File: config.mk
export PLATFORM = sky130hd
export DESIGN_NAME = triangular_rom_flat
export DESIGN_NICKNAME = d
export VERILOG_FILES = /design/src/rtl/triangular_rom_if.sv /design/src/rtl/triangular_rom.sv /design/src/flat_wrapper.sv
export SDC_FILE = /design/constraint.sdc
export NUM_CORES = 1
export LEC_CHECK = 0
export CORE_MARGIN = 2
export CORE_UTILIZATION = 37
export DETAILED_ROUTE_END_ITERATION = 12
export PLACE_DENSITY_LB_ADDON = 0.08
export SYNTH_ARGS = -nofsm -noshare
export SYNTH_HDL_FRONTEND = slang
export SYNTH_SLANG_ARGS = --single-unit
export TNS_END_PERCENT = 30
File: constraint.sdc
create_clock -name clock -period 1.4 [get_ports clock]
set_clock_uncertainty 0.1 [all_clocks]
set_input_delay 0.28 -clock clock [delete_from_list [all_inputs] [get_ports clock]]
set_output_delay 0.28 -clock clock [all_outputs]
set_load 0.03 [all_outputs]
File: src/rtl/triangular_rom_if.sv
// Phase-address / sample bus between the DDS phase accumulator and the triangle ROM.
// The accumulator side drives the address; the ROM side returns the registered sample.
interface triangular_rom_if;
   logic [15:0] address;
   logic [15:0] q;

   modport master (output address, input  q);
   modport slave  (input  address, output q);
endinterface

File: src/rtl/triangular_rom.sv
// Symmetric unsigned triangle lookup: one registered sample per clock, computed from the phase address.
// The input and output stages are merged into a single register, so latency is exactly one rising edge.
module triangular_rom (
   input  logic             clock,
   input  logic             reset,
   triangular_rom_if.slave  bus
);

   // Falling half mirrors the rising half: inverting the low 15 bits gives a two-sample flat top and bottom.
   function automatic logic [15:0] tri_fold(input logic [15:0] a);
      logic [14:0] mag;
      mag = a[15] ? ~a[14:0] : a[14:0];
      return {mag, 1'b0};
   endfunction

   logic [15:0] q_p0;

   // Stage 0: address sampled and folded in the same edge
   always_ff @(posedge clock or negedge reset) begin
      if (!reset) begin
         q_p0 <= '0;
      end else begin
         q_p0 <= tri_fold(bus.address);
      end
   end

   assign bus.q = q_p0;

endmodule

File: src/flat_wrapper.sv
// flat-port wrapper written by rule: the top's interface ports become plain ports
module triangular_rom_flat 
  (clock, reset, bus_address, bus_q);
  triangular_rom_if bus_i ();
  input  logic clock;
  input  logic reset;
  input wire logic [$bits(bus_i.address)-1:0] bus_address;
  output wire logic [$bits(bus_i.q)-1:0] bus_q;
  assign bus_i.address = bus_address;
  assign bus_q = bus_i.q;
  triangular_rom u_core (.clock(clock), .reset(reset), .bus(bus_i));
endmodule
==> metrics.md, run 1 <==
| Metric | Value |
|---|---|
| Die Y | `~43 um` |
| Setup violations, final | `0` |
| Placed cells | `80` |
| Tot Pwr | `0.978 mW` |
| Routed WL | `approximately 850 um` |
| Synth Instances | `34` |
| Sequential share of the synthesized area | `a little under 70%` |
| DR pass1 iterations | `1` |
| CTS H-tree depth | `1` |
| CP Max Fanout | `1` |
| Setup crit start kind | `flop` |
| Clock slew at reported path FFs | `0.09 ns` |
| Final antenna-violating net count | `0` |
| Mean post-synth cell area | `16.2 um2` |
| Area grow syn2layout | `59.7%` |
| DRC | `0` |
| HP Class | `primary input to asynchronous set/reset pin` |
| Initial Util | `40.7%` |
| GPL Wtd Cong | `approximately 0.63` |
| Initial antenna violation count | `0` |
| Critical path class | `flop to primary output` |
| Tmin final | `1.36 ns` |
| Final worst-path cycle share | `97.2%` |
| GR Overflow Total | `0` |
| Global-route wire length before repair | `1.42 mm` |
| Max frequency | `approximately 0.73 GHz` |
| Synthesized cell area | `549 um2` |
| Die area | `approximately 0.0018 mm2` |
| Synthesized Nets | `52` |
| Via density | `4.18` |
| Post-CTS Setup Repair Bufs | `0` |
| Most area-consuming cells after synthesis | `dfrtp_1, xor2_1, buf_12` |
| Vias in the first global route | `342` |
| Max incr delay on CP | `0.39 ns` |
| Layout cells sized above 1 | `roughly 14%` |
| Pre-CTS WS | `0.0243 ns` |
| Worst Setup End Kind | `primary output` |
| Setup TNS | `0 ns` |
| Util after Layout | `roughly 65%` |
| Yosys synthesis warning count | `0` |
| Yosys top cell by area | `dfrtp_1` |
| Clk sinks | `15` |
| PD cells | `1110 mW/mm2` |
| ANT cells | `0` |
| Worst path top cell family by delay | `buffers and inverters` |
| DP Area | `roughly 870 um2` |
| Setup ws final | `0.0388 ns` |
| Crit path arrival time | `0.98 ns` |
| Most frequent cells in the layout | `clkdlybuf4s50_1, xor2_1, dfrtp_1` |
| CTS Buffer Depth | `2` |
| Crit path required time | `1.02 ns` |
| Commonest non-fill, non-tap cell in the layout | `clkdlybuf4s50_1` |
| Fin area | `between 800 and 900 um2` |
| Worst hold margin | `~0.21 ns` |
| WL/cell | `10.1 um` |
| Max Cap Viol | `0` |
| Port bufs | `32` |
| RSZ-0062 raised after global routing | `false` |
| Final number of hold-violating endpoints | `0` |
| Via count | `approximately 350` |
| CP cell instances | `dlygate4sd2_1` |
| CTS tree | `yes` |
| Nets | `88` |
| Status | `complete, no violations` |
| Max reg flops | `15` |
| Post-synth cell types | `6` |
| Post-synth top area share | `68.3%` |
| Die Width | `42.5 um` |
| Final Non-Filler Cells | `84` |
| Num rows | `13` |
| I/O pin total | `34` |
| Crit-path slowest cell | `dlygate4sd2_1` |
| Max IR drop VDD | `between 0.4 and 0.5 mV` |
| Static leakage | `around 0.41 nW` |
| Max-slew violation total from the final report | `0` |
| Total GRT Usage | `11.1%` |
| CTS Buf Count | `3` |
| Flops & latches, synth | `15` |
| WP buf/inv | `1` |
| Hold_buf cts | `0` |
| Root buf cell | `clkbuf_4` |
| Largest net degree at the start of global routing | `16` |
| Initial DRC Count | `0` |
| Core area | `between 0.001 and 0.0015 mm2` |
cells in the mapped netlist:
master,n
buf_12,1
buf_4,1
buf_6,1
conb_1,1
dfrtp_1,15
xor2_1,15
repair_timing:
action	in CTS	in global routing
endpoints found under the setup margin	14	11
pin swaps	0	0
gates resized for setup	16	13
where the power goes:
group          switching (mW)  internal (mW)  total, mW
combinational           0.148          0.109      0.257
sequential             0.0108          0.476      0.487
clock                   0.124          0.110      0.234
total                   0.283          0.695      0.978
layout make-up:
type	count	area, um2
clock buffer	4	26.3
fill	102	473
multi-input combinational	16	135
sequential	15	375
tap	15	18.8
timing repair buffer	34	322
per-layer routing:
metal / track usage (%) / wire [um]
met2: 20.6 / 488
met1: 10.2 / 265
met4: 7.50 / 19
met5: 0 / 0
met3: 3.02 / 78
path summary, 6_finish.rpt:
check / startpoint / end / cells past startpoint
worst max-delay path: u_core.bus.q[3] / bus_q[3] / 1
worst min-delay path: reset / u_core.bus.q[3] / 2
max in group asynchronous: reset / u_core.bus.q[2] / 2
min in group clock: bus_address[0] / u_core.bus.q[1] / 2
kinds of logic (layout without fill, tap and decap cells):
logic type	Yosys count	after routing	share of synthesized area (%)
XOR/XNOR	15	15	23.9
other	1	1	0.683
flip-flops	15	15	68.3
buffers and inverters	3	38	7.06
Note: power is estimated with default switching activity, not from simulation.
==> run 2: changes to the inputs <==
- CELL_PAD_IN_SITES_DETAIL_PLACEMENT: not set -> 2
- CELL_PAD_IN_SITES_GLOBAL_PLACEMENT: not set -> 2
- CORE_UTILIZATION: 37 -> 23
- SETUP_SLACK_MARGIN: not set -> 0.15
==> metrics.md, run 2 (same netlist as run 1, synthesis figures left out) <==
| Metric | Value |
|---|---|
| GR peak layer | `met2` |
| Layout cells sized above 1 | `29.0% (+14 points)` |
| Worst Setup End Kind | `primary output` |
| Max Cap Viol | `0 (unchanged)` |
| DRC | `0 (unchanged)` |
| Crit path required time | `1.02 ns (about the same)` |
| CTS Buf Count | `3 (unchanged)` |
| WP buf/inv | `1 (unchanged)` |
| DR pass1 iterations | `1 (unchanged)` |
| Max reg flops | `15 (unchanged)` |
| Pre-CTS WS | `0.0232 ns (-0.00112 ns)` |
| GR met2 Demand/Resource | `14.8% (-5.8 points)` |
| Status | `complete, no violations` |
| WL/cell | `10.2 um (+0.93%)` |
| GR Overflow Total | `0 (unchanged)` |
| Via density | `3.69 (-12%)` |
| Placed cells | `93 (+16%)` |
| Routed WL | `993 um (+17%)` |
| Worst hold margin | `0.219 ns (+0.00712 ns)` |
| Setup crit start kind | `flop` |
| Initial Util | `24.6% (-16 points)` |
| Port bufs | `32 (unchanged)` |
| FILL cells | `249 (+140%)` |
| CTS tree | `yes` |
| Critical path class | `flop to primary output` |
| Nets | `88 (unchanged)` |
| Setup TNS | `0 ns (unchanged)` |
| Most frequent cells in the layout | `clkdlybuf4s50_1, xor2_1, dfrtp_1` |
| Die Width | `52.9 um (+24%)` |
| Max frequency | `0.776 GHz (+5.6%)` |
| Setup violations, final | `0 (unchanged)` |
| Vias in the first global route | `362 (+5.8%)` |
| CTS H-tree depth | `1 (unchanged)` |
| Max IR drop VDD | `0.438 mV (-9.7%)` |
| Core area | `0.00223 mm2 (+65%)` |
| Area grow syn2layout | `62.6%` |
| Clk sinks | `15 (unchanged)` |
| Largest net degree at the start of global routing | `16 (unchanged)` |
| Post-CTS Setup Repair Bufs | `0 (unchanged)` |
| Max-slew violation total from the final report | `0 (unchanged)` |
| GR Util met1 | `6.38% (-3.8 points)` |
| Fin area | `893 um2 (+1.9%)` |
| DP Area | `888 um2 (+1.6%)` |
| CTS Buffer Depth | `2 (unchanged)` |
| Via count | `358 (+2.0%)` |
| Initial antenna violation count | `0 (unchanged)` |
| Global-route wire length before repair | `1.46 mm (+2.4%)` |
| Post-CTS sizing | `45 (+29)` |
| Hold_buf cts | `0 (unchanged)` |
| Final Non-Filler Cells | `97 (+15%)` |
| GPL Wtd Cong | `0.574 (-9.3%)` |
| RSZ-0062 raised after global routing | `true` |
| Tot Pwr | `0.982 mW (+0.40%)` |
| Final worst-path cycle share | `92.1% (-5.1 points)` |
| Clock slew at reported path FFs | `0.08 ns (about the same)` |
| Die area | `0.00280 mm2 (+55%)` |
| Root buf cell | `clkbuf_4` |
| HP Class | `primary input to asynchronous set/reset pin` |
| Total GRT Usage | `7.53% (-3.5 points)` |
| Util after Layout | `40.0% (-25 points)` |
| Initial DRC Count | `0 (unchanged)` |
| GRT met3 Usage | `2.82% (-0.19 points)` |
| I/O pin total | `34 (unchanged)` |
| CP cell instances | `clkdlybuf4s15_2` |
| Setup ws final | `0.111 ns (+0.0721 ns)` |
| Num rows | `17 (+4)` |
| CP Max Fanout | `1 (unchanged)` |
| Crit-path slowest cell | `dfrtp_1` |
| PD cells | `1100 mW/mm2 (-1.4%)` |
| ANT cells | `0 (unchanged)` |
| Final antenna-violating net count | `0 (unchanged)` |
| Worst path top cell family by delay | `flip-flops` |
| Final number of hold-violating endpoints | `0 (unchanged)` |
| Crit path arrival time | `0.91 ns (-0.07 ns)` |
| Die Y | `52.9 um (+24%)` |
| Max incr delay on CP | `0.36 ns (-0.03 ns)` |
| Commonest non-fill, non-tap cell in the layout | `clkdlybuf4s50_1` |
| Static leakage | `0.404 nW (-0.61%)` |
| Tmin final | `1.29 ns (-0.0721 ns)` |
[run 2: cell type report]
class | count | area (um2) | share of cell area [%]
Tap cell | 28 | 35.0 | 3.92
Clock buffer | 4 | 26.3 | 2.94
Multi-Input combinational cell | 16 | 135 | 15.1
Timing Repair Buffer | 34 | 322 | 36.0
Sequential cell | 15 | 375 | 42.0
[run 2: worst max path at each step]
stage	start	end	slack, ns	cells past startpoint
global route	u_core.bus.q[2]	bus_q[2]	0.06	1
global placement	u_core.bus.q[12]	bus_q[12]	0.04	1
floorplan	bus_address[15]	u_core.bus.q[10]	0.50	3
finish	u_core.bus.q[14]	bus_q[14]	0.11	1
detailed placement	u_core.bus.q[13]	bus_q[13]	0.02	1
CTS	u_core.bus.q[11]	bus_q[11]	0.09	1
[run 2: layer usage]
layer | up-vias | part of all wire, %
li1 | 167 | -
met1 | 169 | 29
met2 | 22 | 60
met3 | 0 | 11
met4 | 0 | 0
met5 | - | 0
[run 2: power breakdown]
part	leakage [nW]	total (mW)	internal, mW	switching, mW
clock network	0.0150	0.233	0.110	0.123
registers	0.175	0.486	0.476	0.0101
logic	0.215	0.263	0.113	0.150
total	0.404	0.982	0.700	0.282
==> run 3: changes to the inputs <==
- CTS_CLUSTER_SIZE: not set -> 16
==> results of run 3 <==
The final DEF is identical to that of run 2; final timing and power are the same.
==> patch (settings of run 1) <==
Make the reset (`reset`) synchronous in one clocked block.
--- a/src/rtl/triangular_rom.sv
+++ b/src/rtl/triangular_rom.sv
@@ -16,7 +16,7 @@
    logic [15:0] q_p0;
 
    // Stage 0: address sampled and folded in the same edge
-   always_ff @(posedge clock or negedge reset) begin
+   always_ff @(posedge clock) begin
       if (!reset) begin
          q_p0 <= '0;
       end else begin
Formal check against the unedited RTL: differs if reset is asserted again (counterexample within 4 cycles, from zero or initial values and one cycle with reset low); with reset held inactive, the same outputs for 10 cycles.
==> patch against run 1 <==
- design area increased by 4.3%
- sequential cell count unchanged
- first-iteration DRC count unchanged
- area after synthesis increased by 4.1%
- via count increased by 14%
- maximum frequency increased by 0.22%
- total power decreased by 2.8%
- wire length increased by 4.5%
- worst setup slack improved by 0.0030 ns
- synthesized cell count increased by 47%
- critical path type unchanged
- largest cell class is now non-clock buffers
==> patch: results (changes against run 1) <==
Run status
  • Outcome: completed (unchanged)

Route
  • Met3 routed WL: 55 um (was 78 um)
  • 1st-iter DRT viols: 0 (unchanged)
  • Overall via count from detail_route: 400 (was 351)
  • Top sig layer: met3 (was met4)
  • ANT nets after route: 0 (unchanged)
  • Routed WL per cell: 8.99 um (was 10.1 um)
  • Routed wl met2: 495 um (was 488 um)
  • Router iterations before antenna repair: 1 (unchanged)
  • Met1 wire length: 339 um (was 265 um)

Cells and area
  • # fillers: 145 (was 102)
  • Share of layout cells above drive strength 1: 6.02% (was 14.5%)
  • Final nets: 102 (was 88)
  • Max reg flops: 15 (unchanged)
  • Final cell count without fillers: 99 (was 84)

Logic synthesis
  • YS warnings: 0 (unchanged)
  • Sequential fraction of the synthesis area: 52.5% (was 68.3%)
  • Commonest cells in the netlist: and2_1, dfxtp_1, xor2_1 (was dfrtp_1, xor2_1)
  • Post-synth ARST share: 0% (was 100%)
  • Mean Syn Cell Area: 11.4 um2 (was 16.2 um2)
  • Main synth FF type: dfxtp_1 (was dfrtp_1)
  • EDFF count, synth: 0 (unchanged)
  • Count of different cell masters after synthesis: 8 (was 6)
  • Ranking of synthesized cells by area: dfxtp_1, xor2_1, and2_1 (was dfrtp_1, xor2_1, buf_12)
  • Net Count, Synth: 68 (was 52)

Global routing
  • Initial antenna violation count: 0 (unchanged)
  • Largest net degree at the start of global routing: 16 (unchanged)
  • First-pass GRT wire length: 1.32 mm (was 1.42 mm)
  • Met3 global-route usage: 1.70% (was 3.02%)
  • GRT met1 Usage: 10.1% (was 10.2%)
  • GRT Total Usage: 9.85% (was 11.1%)
  • Vias in the first global route: 334 (was 342)
  • M2 GR Usage: 16.7% (was 20.6%)

Setup path
  • Top Family by Delay on Critical Path: buffers and inverters (unchanged)
  • Crit Path Max Fanout: 1 (unchanged)
  • Arrival @ worst endpoint: 0.98 ns (about the same)
  • CP peak stage delay: 0.39 ns (about the same)

Power and ir drop
  • Final Power: 0.000950 W (was 0.000978 W)
  • Peak supply drop: 0.560 mV (was 0.485 mV)
  • Lkg Pwr: 0.399 nW (was 0.407 nW)
  • Combinational share of power: 25.0% (was 26.2%)
  • Clock group: 0.000244 W (was 0.000234 W)
  • Power Internal: 0.000683 W (was 0.000695 W)

Clock tree
  • Root buf cell: clkbuf_4 (unchanged)
  • CTS H-tree depth: 1 (unchanged)
  • Total CTS buffers: 3 (unchanged)
  • Post-CTS setup buffers: 0 (unchanged)
  • Clock Path Buffers: 2 (unchanged)

Placed design
  • Setup slack after placement: -0.0203 ns (was 0.0243 ns)
  • Hpwl dp: 682 um
  • IO Port Bufs: 32 (unchanged)
  • Cell Area, Placed: 890 um2 (was 875 um2)
  • Placed insts: 95 (was 80)
  • Final GP Congestion: 0.640 (was 0.634)

Hold path
  • Hold Crit Class: input port to flip-flop (was input port to async pin)
patch: cell types whose count changed after synthesis, sizes merged:
cell / change
dfxtp: +15
dfrtp: -15
clkbuf: +1
and2: +15
patch: final cells by class:
cell class	count	area, um2	share of cell area [%]
tap	16	20.0	2.19
timing repair buffer	33	338	36.9
clock buffer	3	22.5	2.46
multi-input combinational	31	229	25.0
sequential	15	300	32.8
clock inverter	1	5.00	0.547
patch: worst paths after layout:
kind,from,end,slack (ns),cells after the start
max,u_core.bus.q[6],bus_q[6],0.04,1
min,bus_address[8],u_core.bus.q[9],0.57,3
patch: cell families after synthesis:
logic type                after synthesis  share of synthesized area, %
DFF                                    15                          52.5
other                                   1                         0.656
xor gates and xnor gates               15                          23.0
and+or+nand+nor                        15                          16.4
buffers and inverters                   4                          7.44
patch: what timing repair did:
item,4_1_cts,5_1_grt
pin swaps,0,0
cloned,0,0
gates resized for setup,16,12
endpoints found under the hold margin,0,0
setup endpoints to repair,15,12
hold buffers,0,0
